===== src/rtl/reg_writeback.sv =====
// ---------------------------------------------------------------------------
// reg_writeback
//
// Write-back stage sequencer: the writer side of the decode-stage register
// file. Accepts retired results from the MEM stage, stalls the MEM stage while
// a load waits for data memory, then aligns and extends the returned data and
// pulses the register file write port for one cycle.
//
// Parameters
//   DATA_WIDTH  width of results, memory read data and write data (>= 16)
//   TIMEOUT     cycles a load may wait for mem_rvalid before it is abandoned
//
// Ports
//   clk         system clock, all state updates on posedge
//   rst         synchronous active-high reset
//   wb_valid    MEM stage presents a retiring instruction
//   wb_ready    instruction accepted this cycle (high only in IDLE)
//   wb_rd       destination register index
//   wb_result   ALU/JAL result for non-loads
//   wb_is_load  instruction is a load
//   wb_funct3   load type (LB/LH/LW/LBU/LHU)
//   wb_addr_lo  load byte address bits [1:0]
//   mem_rvalid  data memory read response valid
//   mem_rdata   word-aligned data memory read word
//   wen         register file write enable (one-cycle pulse)
//   rd          register file write index (holds when wen=0)
//   data_out    register file write data (holds when wen=0)
//   busy        high while waiting for load data
//   err         one-cycle pulse: illegal funct3, misaligned load or timeout
// ---------------------------------------------------------------------------
module reg_writeback #(
  parameter int DATA_WIDTH = 32,
  parameter int TIMEOUT    = 16
) (
  input  logic                  clk,
  input  logic                  rst,
  input  logic                  wb_valid,
  output logic                  wb_ready,
  input  logic [4:0]            wb_rd,
  input  logic [DATA_WIDTH-1:0] wb_result,
  input  logic                  wb_is_load,
  input  logic [2:0]            wb_funct3,
  input  logic [1:0]            wb_addr_lo,
  input  logic                  mem_rvalid,
  input  logic [DATA_WIDTH-1:0] mem_rdata,
  output logic                  wen,
  output logic [4:0]            rd,
  output logic [DATA_WIDTH-1:0] data_out,
  output logic                  busy,
  output logic                  err
);

  localparam logic [0:0] IDLE      = 1'b0;
  localparam logic [0:0] WAIT_LOAD = 1'b1;

  localparam logic [2:0] F3_LB  = 3'b000;
  localparam logic [2:0] F3_LH  = 3'b001;
  localparam logic [2:0] F3_LW  = 3'b010;
  localparam logic [2:0] F3_LBU = 3'b100;
  localparam logic [2:0] F3_LHU = 3'b101;

  // One spare bit keeps the counter at least one bit wide even for TIMEOUT=1.
  localparam int            CW           = $clog2(TIMEOUT + 1);
  localparam logic [CW-1:0] TIMEOUT_LAST = CW'(TIMEOUT - 1);

  logic [0:0]            state;
  logic [CW-1:0]         cnt;
  logic [4:0]            ld_rd;
  logic [2:0]            ld_funct3;
  logic [1:0]            ld_addr;

  logic                  ld_illegal;
  logic                  ld_misaligned;
  logic [7:0]            ld_byte;
  logic [15:0]           ld_half;
  logic [DATA_WIDTH-1:0] ld_value;

  assign wb_ready = (state == IDLE);
  assign busy     = (state == WAIT_LOAD);

  // Legality of a load is judged on the incoming fields at accept time so a
  // bad load never enters WAIT_LOAD.
  always_comb begin
    ld_illegal    = (wb_funct3 == 3'b011) || (wb_funct3 == 3'b110) ||
                    (wb_funct3 == 3'b111);
    ld_misaligned = (((wb_funct3 == F3_LH) || (wb_funct3 == F3_LHU)) && wb_addr_lo[0]) ||
                    ((wb_funct3 == F3_LW) && (wb_addr_lo != 2'b00));
  end

  // Field extraction from the aligned memory word using the captured load
  // type and address; only legal types can reach WAIT_LOAD, so LW is the
  // default.
  always_comb begin
    ld_byte  = mem_rdata[8*ld_addr +: 8];
    ld_half  = mem_rdata[16*ld_addr[1] +: 16];
    ld_value = mem_rdata;
    case (ld_funct3)
      F3_LB:   ld_value = {{(DATA_WIDTH-8){ld_byte[7]}}, ld_byte};
      F3_LBU:  ld_value = {{(DATA_WIDTH-8){1'b0}}, ld_byte};
      F3_LH:   ld_value = {{(DATA_WIDTH-16){ld_half[15]}}, ld_half};
      F3_LHU:  ld_value = {{(DATA_WIDTH-16){1'b0}}, ld_half};
      default: ld_value = mem_rdata;
    endcase
  end

  // Sequencer. wen and err default low so they are single-cycle pulses; rd
  // and data_out only change on a real write, so writes to x0 leave them
  // untouched. mem_rvalid is checked before the timeout so a response in the
  // final waiting cycle still completes the load.
  always_ff @(posedge clk) begin
    if (rst) begin
      state     <= IDLE;
      cnt       <= '0;
      wen       <= 1'b0;
      err       <= 1'b0;
      rd        <= '0;
      data_out  <= '0;
      ld_rd     <= '0;
      ld_funct3 <= '0;
      ld_addr   <= '0;
    end else begin
      wen <= 1'b0;
      err <= 1'b0;
      case (state)
        IDLE: begin
          if (wb_valid && wb_ready) begin
            if (!wb_is_load) begin
              if (wb_rd != 5'd0) begin
                wen      <= 1'b1;
                rd       <= wb_rd;
                data_out <= wb_result;
              end
            end else if (ld_illegal || ld_misaligned) begin
              err <= 1'b1;
            end else begin
              state     <= WAIT_LOAD;
              cnt       <= '0;
              ld_rd     <= wb_rd;
              ld_funct3 <= wb_funct3;
              ld_addr   <= wb_addr_lo;
            end
          end
        end
        WAIT_LOAD: begin
          if (mem_rvalid) begin
            state <= IDLE;
            if (ld_rd != 5'd0) begin
              wen      <= 1'b1;
              rd       <= ld_rd;
              data_out <= ld_value;
            end
          end else if (cnt == TIMEOUT_LAST) begin
            state <= IDLE;
            err   <= 1'b1;
          end else begin
            cnt <= cnt + CW'(1);
          end
        end
        default: state <= IDLE;
      endcase
    end
  end

endmodule


===== config.mk =====
export PLATFORM = sky130hd
export DESIGN_NAME = reg_writeback
export DESIGN_NICKNAME = d
export VERILOG_FILES = /design/src/rtl/reg_writeback.sv
export SDC_FILE = /design/constraint.sdc
export NUM_CORES = 1
export LEC_CHECK = 0
export ABC_AREA = 1
export CAP_MARGIN = 20
export CORE_MARGIN = 2
export CORE_UTILIZATION = 40
export DETAILED_ROUTE_END_ITERATION = 12
export PLACE_DENSITY = 0.86
export SLEW_MARGIN = 20
export SYNTH_ARGS = -nofsm -noshare
export SYNTH_HDL_FRONTEND = slang
export SYNTH_SLANG_ARGS = --single-unit

===== constraint.sdc =====
create_clock -name clk -period 1.5 [get_ports clk]
set_input_delay 0.225 -clock clk [delete_from_list [all_inputs] [get_ports clk]]
set_output_delay 0.225 -clock clk [all_outputs]
set_load 0.01 [all_outputs]

; Yosys cells after proc, flatten, opt, wreduce, memory -nomap -nowiden
; Cells that the tools add are included.
[totals]
output_inout_bits = 41
elab_cells = 85
register_bits = 55
[classes]
bitwise = 2
reduce_logical = 15
mux = 37
eq_ne = 19
n_shift = 2
add_sub_neg = 1
[op_table]
columns = operator, count
row1 = $mux 32, 5
row2 = $pmux 32 s4, 1
row3 = $pmux 32 s2, 1
row4 = $mux 5, 10
row5 = $shiftx 32x6->16, 1
row6 = $shiftx 32x6->8, 1
row7 = $pmux 5 s2, 2
row8 = $eq 3x3->1 const B, 5
row9 = $mux 1, 15
row10 = $ne 2x2->1 const B, 5
row11 = $reduce_and 5->1, 2
row12 = $reduce_bool 5->1, 2
row13 = $ne 2x1->1 const B, 4
row14 = $eq 3x1->1 const B, 2
row15 = $eq 3x2->1 const B, 2
row16 = $pmux 1 s2, 3
row17 = $add 5x1->5 const B, 1
row18 = $eq 5x4->1 const B, 1
row19 = $logic_or 1x1->1, 5
row20 = $reduce_and 4->1, 1
row21 = $logic_and 1x1->1, 3
row22 = $logic_not 3->1, 1
row23 = $not 1->1, 2
row24 = $reduce_bool 2->1, 1

; Depth between registers and ports, before layout
; Gate-level depths: netlist of the first run.
[depth]
word_depth = 9
ltp_mapped = 9
ltp_nobuf = 9

; Worst setup path after synthesis of the first run
; OpenSTA, ideal clock, no wires.
[synth_timing]
path_type = register -> register
from = reg cnt[0]
to = reg cnt[4]
n_path_buf = 0
path_stages_with_launch = 9
arrival_time_ns = 1.428
slack_ns = 0.002
path_cell_list = dfxtp_1 -> ha_1 -> nand2_1 -> nor2_1 -> ha_1 -> nor3_2 -> inv_1 -> or2_0 -> a21oi_1
[synth_via]
elab_chain_len = 4
word_cells_on_any_way = 7
cone_classes = add/sub (1) / eq/ne (2) / mux (3) / reduce/logical (1)
[synth_lines]
columns = element, line
row1 = start: declaration, 67  ; logic [CW-1:0] cnt;
row2 = start signal: assignment, 156  ; cnt <= cnt + CW'(1);
row3 = $add 5x1->5, 156
row4 = $mux 5, 152  ; end else if (cnt == TIMEOUT_LAST) begin
row5 = $mux 5, 145  ; if (mem_rvalid) begin
row6 = $pmux 5 s2, 124  ; case (state)
; Several ways; a longest one is shown, not always the timed one. The select of a mux whose other input is x is not followed.
; A chain may end at the register's enable or synchronous reset.

; Worst setup path in the final report of the first run
[layout_timing]
from = reg rd[4]
to = out rd[4]
[layout_lines]
columns = element, line
row1 = start: declaration, 47  ; output logic [4:0] rd,
row2 = start signal: assignment, 130  ; rd <= wb_rd;
row3 = start signal: assignment, 149  ; rd <= ld_rd;
; No word-level cell between the ends.

==> impl_metrics.toml, run 1 <==
[run_status]
status = "complete, no violations"

[logic_synthesis]
yosys-top-cells-count = "nand2_1, a21oi_1, dfxtp_1"
netlist.area_leader.share_pct = 32.7
ys_types = 31
syn_area_um2 = 3370
yosysSeqAreaShare_pct = 32.7
synth_nets = 610
synth_top_area_cell = "dfxtp_1"
synth-seq-cells = 55
yosysMostFrequentCell = "nand2_1"
syn_area_per_cell_um2 = 6.37
ys_async_sr_fraction_pct = 0
yosys_warnings = 0
synth_area_leaders = "dfxtp_1, nand2_1, a21oi_1, nand3_1, nand3b_1"
synth_top_flop_cell = "dfxtp_1"
synth-edff-count = 0
synthCells = 529

[drt]
ant_nets = 0
num_vias = 4108
drcViolationCount = 0
wirelength_mm = 11.4
drtPass1Iterations = 5
via_per_inst = 5.30
post_drt_wl_per_cell_um = 14.7
first_iter_violations = 323

[die]
pin_count = 120
dieArea_um2 = 9180
core.rowCount = 33
fp.dieH_um = 95.8
initial_core_util_pct = 41.2
core_area_um2 = 8180
die_w_um = 95.8

[finish]
antenna_cells = 0
final_util_pct = 62.3
nFillCells = 709
drive_gt1_share_pct = 15.2
final_nets = 750
syn2layout_area_growth_pct = 51.1

[global_routing]
grt_overflow = 0
grt_pass1_wl_mm = 18.2
grt_use_total_pct = 24.7
grt_max_degree = 31
antenna_found_initial = 0
first_global_vias = 3917

[pwr]
p_per_area_nw_per_um2 = 710
vdd_drop_max_uv = 404
p_leak_nw = 2.27

[sta]
layout_min_cycle_time_ns = 1.47
drv_slew = 0
maxSlewHeadroom_pct = 81.3
finalSetupViolations = 0
clock_skew_ns = 0.00844
hold_violations = 0
whs_ns = 0.479
rsz0062_at_grt = "true"
fmax_mhz = 680
fin_crit_sh_pct = 98.0
worst_slew_pin_slew_ns = 0.281

[setup_path]
critPathMaxFanout = 2
crit_chain = "clkdlybuf4s50_1"
crit_buf_inv = 1
critical_path_class = "reg2out"
start_kind = "flip-flop"
cp_slowest_stage_delay_ns = 0.55
critPathSlowestCell = "clkdlybuf4s50_1"
worstPathArrival_ns = 1.25
endpoint_kind = "primary output"
path_delay_family = "buffers and inverters"
worstPathRequired_ns = 1.27

[hold_path]
hold_path_class = "reg2reg"

[place]
place_congestion = 0.920
io_buffers = 119
dpl.hpwl_mm = 8.57

[cts]
cts_buffers = 5
htreeDepth = 2
clockBufferDepth = 2
clkLatencyLatePin_ns = 0.31
hold_buffers = 0
clkSlewWorstSetupHoldPaths_ns = 0.11
ctsRootBufferMaster = "clkbuf_8"
cts.sinks = 55
cts_tree = "yes"

[flow_run]
drv_cap = 0
cell type report:
type / instances / area, µm² / share of cell area [%]
Tap cell: 105 / 131 / 2.58
Clock inverter: 3 / 20.0 / 0.393
Clock buffer: 5 / 68.8 / 1.35
Multi-Input combinational cell: 403 / 2020 / 39.6
Sequential cell: 55 / 1110 / 21.7
Inverter: 38 / 143 / 2.80
Timing Repair Buffer: 166 / 1610 / 31.5
cell usage in the layout (no fill, tap or decap):
cell type	count
o21bai_4	1
ha_4	2
or2_0	2
o211ai_1	1
nand2_1	137
nand3_4	1
a21oi_1	76
dfxtp_2	5
clkinvlp_4	2
o21ai_1	10
clkbuf_8	5
dlymetal6s2s_1	1
buf_12	4
nor3_4	1
buf_6	3
xor2_1	1
inv_2	6
nor2_4	2
o21bai_1	1
dlygate4sd2_1	2
buf_4	40
nand2_2	3
nor3b_2	1
inv_1	32
clkdlybuf4s50_1	116
dfxtp_1	50
nand2_4	1
and2_2	1
or2_2	20
nand3b_1	28
nor2_1	42
o21ai_0	20
nand3_1	47
nand3_2	1
nand4_1	2
nor2_2	2
clkinv_2	1
report_power, final:
| part | internal [W] | total [W] | switching (W) |
|---|---|---|---|
| Combinational | 0.000604 | 0.00114 | 0.000541 |
| Sequential | 0.00156 | 0.00161 | 0.0000534 |
| Clock | 0.000327 | 0.000857 | 0.000530 |
| Total | 0.00249 | 0.00362 | 0.00112 |
sequential cells by signal, indices dropped and copies added, names as in the netlist:
name	cells
data_out	32
ld_funct3	3
rd	5
err	1
ld_addr	2
wen	1
ld_rd	5
busy	1
cnt	5
path summary, 6_finish.rpt:
path | startpoint | to | slack [ns] | cells after the start
worst max-delay path | rd[4] | rd[4] | 0.03 | 1
worst min-delay path | ld_rd[0] | ld_rd[0] | 0.48 | 2
worst max register to register | cnt[1] | cnt[4] | 0.04 | 8
worst min register to register | ld_rd[0] | ld_rd[0] | 0.48 | 2
timing repair:
item	CTS	global route
hold endpoints to repair	0	0
setup endpoints to repair	6	31
pin swaps	4	7
setup buffers	5	3
gates resized for setup	10	17
cells by family after synthesis:
logic type | Yosys count | share of synthesized area [%]
adders and majority gates | 2 | 0.742
and+or+nand+nor | 291 | 40.5
DFF | 55 | 32.7
xor gates and xnor gates | 1 | 0.260
AOI/OAI and AO/OA | 109 | 16.7
buffers and inverters | 71 | 9.13
per-stage QoR:
step | TNS [ns] | power [W] | area, µm² | setup WS (ns) | instances
finish | 0 | 0.00362 | 5090 | 0.0294 | 775
global route | -0.0516 | 0.00379 | 5090 | -0.0493 | 775
CTS | -0.00474 | 0.00359 | 5010 | -0.00474 | 772
detailed placement | -7.17 | 0.00276 | 4870 | -0.234 | 759
global placement | -4.77 | 0.00272 | 4870 | -0.135 | 759
floorplan | 0 | 0.00218 | 3370 | 0.00152 | 529
routing by layer:
layer  global-route usage (%)  part of all wire, %  vias up
met1                     30.9                   41     1893
li1                         -                    -     2012
met3                     3.05                  7.1       26
met5                        0                    0        -
met4                     7.38                  2.3        0
met2                     44.0                   49      177
tightest hold or removal path, delay by kind of cell, from the launching register on:
kind | cells | cell delay [ns]
AOI/OAI and AO/OA | 1 | 0.06
buffers and inverters | 1 | 0.07
DFF | 1 | 0.31
Power figures use the tool's default switching activity.
==> inputs of run 2 (changes only) <==
--- a/config.mk
+++ b/config.mk
@@ -5,12 +5,11 @@
 export SDC_FILE = /design/constraint.sdc
 export NUM_CORES = 1
 export LEC_CHECK = 0
-export ABC_AREA = 1
 export CAP_MARGIN = 20
 export CORE_MARGIN = 2
-export CORE_UTILIZATION = 40
+export CORE_UTILIZATION = 39
 export DETAILED_ROUTE_END_ITERATION = 12
-export PLACE_DENSITY = 0.86
+export PLACE_DENSITY = 0.88
 export SLEW_MARGIN = 20
 export SYNTH_ARGS = -nofsm -noshare
 export SYNTH_HDL_FRONTEND = slang
==> constraint.sdc (replaced) <==
create_clock -name clk -period 1.3 [get_ports clk]
set_input_delay 0.195 -clock clk [delete_from_list [all_inputs] [get_ports clk]]
set_output_delay 0.195 -clock clk [all_outputs]
set_load 0.01 [all_outputs]
==> run 2 against run 1 <==
- utilization increased by 9.5 points
- the flow now finishes with violations (setup timing)
- clock skew increased by 0.0018 ns
- die area decreased by 12%
- wire length increased by 4.1%
- synthesized cell count decreased by 34%
- worst setup slack got worse by 0.66 ns
- via count decreased by 12%
- cell count decreased by 19%
- power increased by 11%
- combinational power about the same
- synthesized area decreased by 15%
- sequential share of layout area decreased by 0.37 points
==> impl_metrics.toml, run 2 <==
[pwr]
p_leak_nw = 2.06
vdd_drop_max_uv = 444
p_per_area_nw_per_um2 = 774
finalPower_w = 0.00401

[sta]
hold_violations = 0
finalSetupViolations = 46
layout_min_cycle_time_ns = 1.93
fin_crit_sh_pct = 148
rsz0062_at_grt = "true"
maxSlewHeadroom_pct = 62.5
fmax_mhz = 518
clock_skew_ns = 0.0102
setup_ws_ns = -0.629
worst_slew_pin_slew_ns = 0.549
drv_slew = 0

[drt]
post_drt_wl_per_cell_um = 18.9
first_iter_violations = 258
num_vias = 3596
drcViolationCount = 0
ant_nets = 0
drtPass1Iterations = 5
via_per_inst = 5.71
wirelength_mm = 11.9

[finish]
antenna_cells = 0
largest_register_ffs = 32
syn2layout_area_growth_pct = 79.9
top_register = "data_out"
final_area_um2 = 5180
drive_gt1_share_pct = 32.4
final_common_cell = "clkdlybuf4s50_1"
final_nets = 611
most-common-layout-cells = "clkdlybuf4s50_1, buf_4, a21oi_1, dfxtp_1, dlygate4sd2_1"
multi_input_area_um2 = 2000
seq_area_um2 = 1110
nFillCells = 525

[setup_path]
start_kind = "input port"
worstPathArrival_ns = 2.16
critPathMaxFanout = 16
endpoint_kind = "flip-flop"
critical_path_class = "in2reg"
worstPathRequired_ns = 1.53

[logic_synthesis]
syn_area_per_cell_um2 = 8.23
netlist.area_leader.share_pct = 38.2
syn_area_um2 = 2880
synthCells = 350
synth-edff-count = 0
synth_area_leaders = "dfxtp_1, a21oi_1, o2bb2ai_1, mux2i_1, nand2_1"
synth_top_area_cell = "dfxtp_1"
ys_types = 50
yosysSeqAreaShare_pct = 38.2
yosysMostFrequentCell = "a21oi_1"
synth_nets = 431
synth-seq-cells = 55
yosys-top-cells-count = "a21oi_1, dfxtp_1, nand2_1, nor2_1, clkbuf_1"
yosys_warnings = 0
synth_top_flop_cell = "dfxtp_1"
ys_async_sr_fraction_pct = 0

[place]
place_congestion = 0.872
post-place-ws_ns = -0.780
place_area_um2 = 4670
dpl.hpwl_mm = 7.96
io_buffers = 119

[cts]
hold_buffers = 0
cts_buffers = 5
htreeDepth = 2
clkLatencyLatePin_ns = 0.31
cts_tree = "yes"
ctsRootBufferMaster = "clkbuf_8"
clockBufferDepth = 2
cts.sinks = 55
clkSlewWorstSetupHoldPaths_ns = 0.10

[die]
core.rowCount = 31
core_area_um2 = 7210
dieArea_um2 = 8090
initial_core_util_pct = 39.9
die_w_um = 90.0
fp.dieH_um = 90.0
pin_count = 120

[global_routing]
grt_pass1_wl_mm = 17.6
grt_overflow = 0
first_global_vias = 3593
antenna_found_initial = 0
grt_use_total_pct = 26.6
grt_max_degree = 30

[hold_path]
hold_path_class = "in2reg"

[flow_run]
drv_cap = 0

[run_status]
violations = "setup timing"
status = "complete, but fails checks"
-- run 2: cell types whose count changed in the layout (fill, tap and decap cells not counted), sizes merged, moves of 16 or more --
cell / previous run / this run
nand2: 141 / 28
clkdlybuf4s50: 116 / 73
nand3: 49 / 6
buf: 47 / 87
dlygate4sd2: 2 / 40
inv: 38 / 4
o21ai: 30 / 2
nand3b: 28 / 3
or2: 22 / 1
nor3: 1 / 17
o2bb2ai: 0 / 16
-- run 2: where the power goes --
| part | total, W | leakage, nW | switching, W | internal (W) |
|---|---|---|---|---|
| clock network | 0.00102 | 0.0484 | 0.000577 | 0.000439 |
| registers | 0.00184 | 0.452 | 0.0000618 | 0.00177 |
| logic | 0.00116 | 1.56 | 0.000538 | 0.000621 |
| total | 0.00401 | 2.06 | 0.00118 | 0.00283 |
-- run 2: layout make-up --
| cell class | count | area share [%] |
|---|---|---|
| Multi-Input combinational cell | 260 | 38.6 |
| Inverter | 5 | 0.603 |
| Clock buffer | 7 | 1.67 |
| Timing Repair Buffer | 203 | 35.2 |
| Tap cell | 99 | 2.39 |
| Clock inverter | 1 | 0.169 |
| Sequential cell | 55 | 21.4 |
-- run 2: cells by family after synthesis --
logic type | after synthesis | synth area share, %
buffers and inverters | 36 | 5.99
multiplexers | 12 | 4.60
AND/OR/NAND/NOR | 112 | 19.6
flip-flops | 55 | 38.2
adder cells (fa/ha/maj) | 2 | 0.868
AO/OA/AOI/OAI | 131 | 30.1
XOR/XNOR | 2 | 0.608
-- run 2: what timing repair did --
item                                    CTS  global route
resized for setup                        78            56
endpoints found under the setup margin   95            53
pin swaps                                19            14
gates cloned                              2             0
setup buffers                             9             6
-- run 2: path summary, 6_finish.rpt --
kind / slack, ns / end / cells past startpoint / startpoint
hold reg to reg: 0.48 / data_out[24] / 1 / data_out[24]
setup / recovery: -0.63 / data_out[0] / 7 / wb_valid
setup reg to reg: -0.61 / data_out[20] / 6 / ld_rd[4]
hold / removal: 0.24 / ld_funct3[2] / 4 / wb_funct3[2]
-- run 2: metal layers --
| layer | GRT usage (%) | share of wire, % | routed length [µm] | up-vias |
|---|---|---|---|---|
| met5 | 0 | 0 | 0 | - |
| met4 | 9.23 | 3.4 | 398 | 0 |
| met3 | 5.45 | 6.6 | 789 | 34 |
| met2 | 49.7 | 52 | 6190 | 170 |
| met1 | 29.8 | 38 | 4500 | 1737 |
| li1 | - | - | - | 1655 |
-- run 2: worst max-delay path: stages --
cell and delay, ns:
clkdlybuf4s50_1 0.53, or3b_4 0.41, a21oi_4 0.19, or2_4 0.18
buf_4 0.23, o221ai_1 0.20, a21oi_1 0.22
-- run 2: per-stage QoR --
step	setup TNS, ns	util [%]	instances	hold WS, ns
after floorplan	-20.28	-	350	0.331
after global placement	-33.13	64.8	606	0.451
after detailed placement	-35.20	64.8	606	0.455
after CTS	-20.53	68.3	625	0.351
after global routing	-24.09	71.9	630	0.263
final	-21.05	71.9	630	0.238
==> inputs of run 3 (changes only) <==
--- a/config.mk
+++ b/config.mk
@@ -10,7 +10,7 @@
 export CORE_UTILIZATION = 39
 export DETAILED_ROUTE_END_ITERATION = 12
 export PLACE_DENSITY = 0.88
-export SLEW_MARGIN = 20
+export SETUP_SLACK_MARGIN = 0.5
 export SYNTH_ARGS = -nofsm -noshare
 export SYNTH_HDL_FRONTEND = slang
 export SYNTH_SLANG_ARGS = --single-unit
==> run 3 against run 2 <==
- the run still ends with setup timing left
- power up 3.4%
- wire length shrank 2.0%
- register-to-register slack hardly changed
- clock skew is essentially flat
- critical path type is now reg2reg
- critical endpoint is now data_out[16]
==> impl_metrics.toml, run 3 (synthesized netlist as in run 2, its figures left out) <==
[finish]
antenna_cells = 0
drive_gt1_share_pct = 49.8
syn2layout_area_growth_pct = 93.3
stdcell_count = 659
top_register = "data_out"
most-common-layout-cells = "buf_4, clkdlybuf4s50_1, buf_6, a21oi_1, dfxtp_2"
final_common_cell = "buf_4"
largest_register_ffs = 32
final_nets = 640

[sta]
rsz0062_at_grt = "true"
fmax_mhz = 522
whs_ns = 0.267
drv_slew = 0
fin_crit_sh_pct = 147
layout_min_cycle_time_ns = 1.92
finalSetupViolations = 57
clock_skew_ns = 0.0104
maxSlewHeadroom_pct = 55.6
timing.setup.tns_ns = -26.06
hold_violations = 0
setup_ws_ns = -0.617
worst_slew_pin_slew_ns = 0.663

[global_routing]
grt_pass1_wl_mm = 17.2
first_global_vias = 3600
grt_use_total_pct = 25.9
grt_max_degree = 31
antenna_found_initial = 0
grt_overflow = 0

[pwr]
finalPower_w = 0.00414
p_per_area_nw_per_um2 = 744
vdd_drop_max_uv = 445
power.share.switching_pct = 29.4
clkPwrFrac_pct = 23.6
p_int_w = 0.00293
p_seq_share_pct = 44.8
pwr-share-comb_pct = 31.6
p_leak_nw = 2.17
switchingPower_w = 0.00122

[run_status]
status = "complete, but fails checks"
violations = "setup timing"

[hold_path]
hold_path_class = "in2reg"
min_path_cells = 4
min_to = "ld_funct3[0]"
worstHoldStart = "wb_funct3[0]"

[setup_path]
r2r-start = "ld_rd[4]"
cp-startpoint = "ld_rd[4]"
reg2reg_to = "data_out[16]"
endpoint_kind = "flip-flop"
start_kind = "flip-flop"
worstPathArrival_ns = 2.16
critical_path_class = "reg2reg"
critPathMaxFanout = 8
rrSetupSlack_ns = -0.62
reg2regPathDepth = 6
worstPathRequired_ns = 1.55

[cts]
htreeDepth = 2
ctsRootBufferMaster = "clkbuf_8"
clkSlewWorstSetupHoldPaths_ns = 0.11
hold_buffers = 0
cts.sinks = 55
cts_tree = "yes"
clkLatencyLatePin_ns = 0.32
clockBufferDepth = 2
cts_buffers = 5

[die]
core.rowCount = 31
fp.dieH_um = 90.0
die_w_um = 90.0
pin_count = 120
dieArea_um2 = 8090
initial_core_util_pct = 39.9
core_area_um2 = 7210

[drt]
ant_nets = 0
drtPass1Iterations = 4
post_drt_wl_per_cell_um = 17.7
drcViolationCount = 0
via_per_inst = 5.52
num_vias = 3638
first_iter_violations = 226
wirelength_mm = 11.6

[place]
io_buffers = 119
place_congestion = 0.914
dp_cells = 611
dpl.hpwl_mm = 7.58

[flow_run]
drv_cap = 0
## run 3: final cells by class
| type | instances | area (µm²) |
|---|---|---|
| multi-input cells | 260 | 1960 |
| clock inverters | 3 | 20.0 |
| inverters | 5 | 31.3 |
| repair buffers | 232 | 2210 |
| clock buffers | 5 | 68.8 |
| fillers | 503 | 1650 |
| flip-flops and latches | 55 | 1160 |
| well taps | 99 | 124 |
## run 3: worst max path at each step
| stage | end | slack [ns] | depth (start not counted) |
|---|---|---|---|
| finish | data_out[16] | -0.62 | 6 |
| global route | data_out[10] | -0.66 | 7 |
| CTS | data_out[16] | -0.58 | 6 |
| detailed placement | data_out[22] | -0.74 | 7 |
| global placement | data_out[22] | -0.70 | 7 |
| floorplan | data_out[21] | -0.54 | 8 |
## run 3: per-layer routing
layer	vias up	routed length [µm]	part of all wire (%)	GRT usage [%]
met5	-	0	0	0
met4	0	199	1.7	6.28
met3	26	747	6.4	5.45
met2	145	6160	53	47.8
met1	1758	4540	39	30.5
li1	1709	-	-	-
## run 3: timing repair
action,in CTS,in global routing
endpoints found under the setup margin,96,96
gates cloned,1,1
hold endpoints to repair,0,0
pin swaps,16,9
gates resized for setup,275,62
setup buffers,15,23
## run 3: critical path: stages (launching register included)
cell       delay [ns]
dfxtp_2          0.34
or3_4            0.39
o311a_4          0.33
or2_4            0.27
buf_6            0.14
nor2_4           0.22
o2bb2ai_1        0.15
## run 3: metrics by stage
step           setup slack (ns)  instance area (µm²)  util, %
4_1_cts                  -0.577                 5170     71.7
3_5_place_dp             -0.742                 4720     65.4
3_3_place_gp             -0.695                 4720     65.4
6_report                 -0.617                 5570     77.2
2_1_floorplan            -0.545                 3030        -
5_1_grt                  -0.660                 5570     77.2
## run 3: power by group through the flow
| stage | sequential [W] | combinational [W] | clock [W] |
|---|---|---|---|
| after CTS | 0.00185 | 0.00115 | 0.000982 |
| after global placement | 0.00186 | 0.00102 | 0 |
| after detailed placement | 0.00186 | 0.00105 | 0 |
| after floorplan | 0.00189 | 0.000388 | 0 |
| final | 0.00186 | 0.00131 | 0.000978 |
| after global routing | 0.00187 | 0.00139 | 0.00107 |
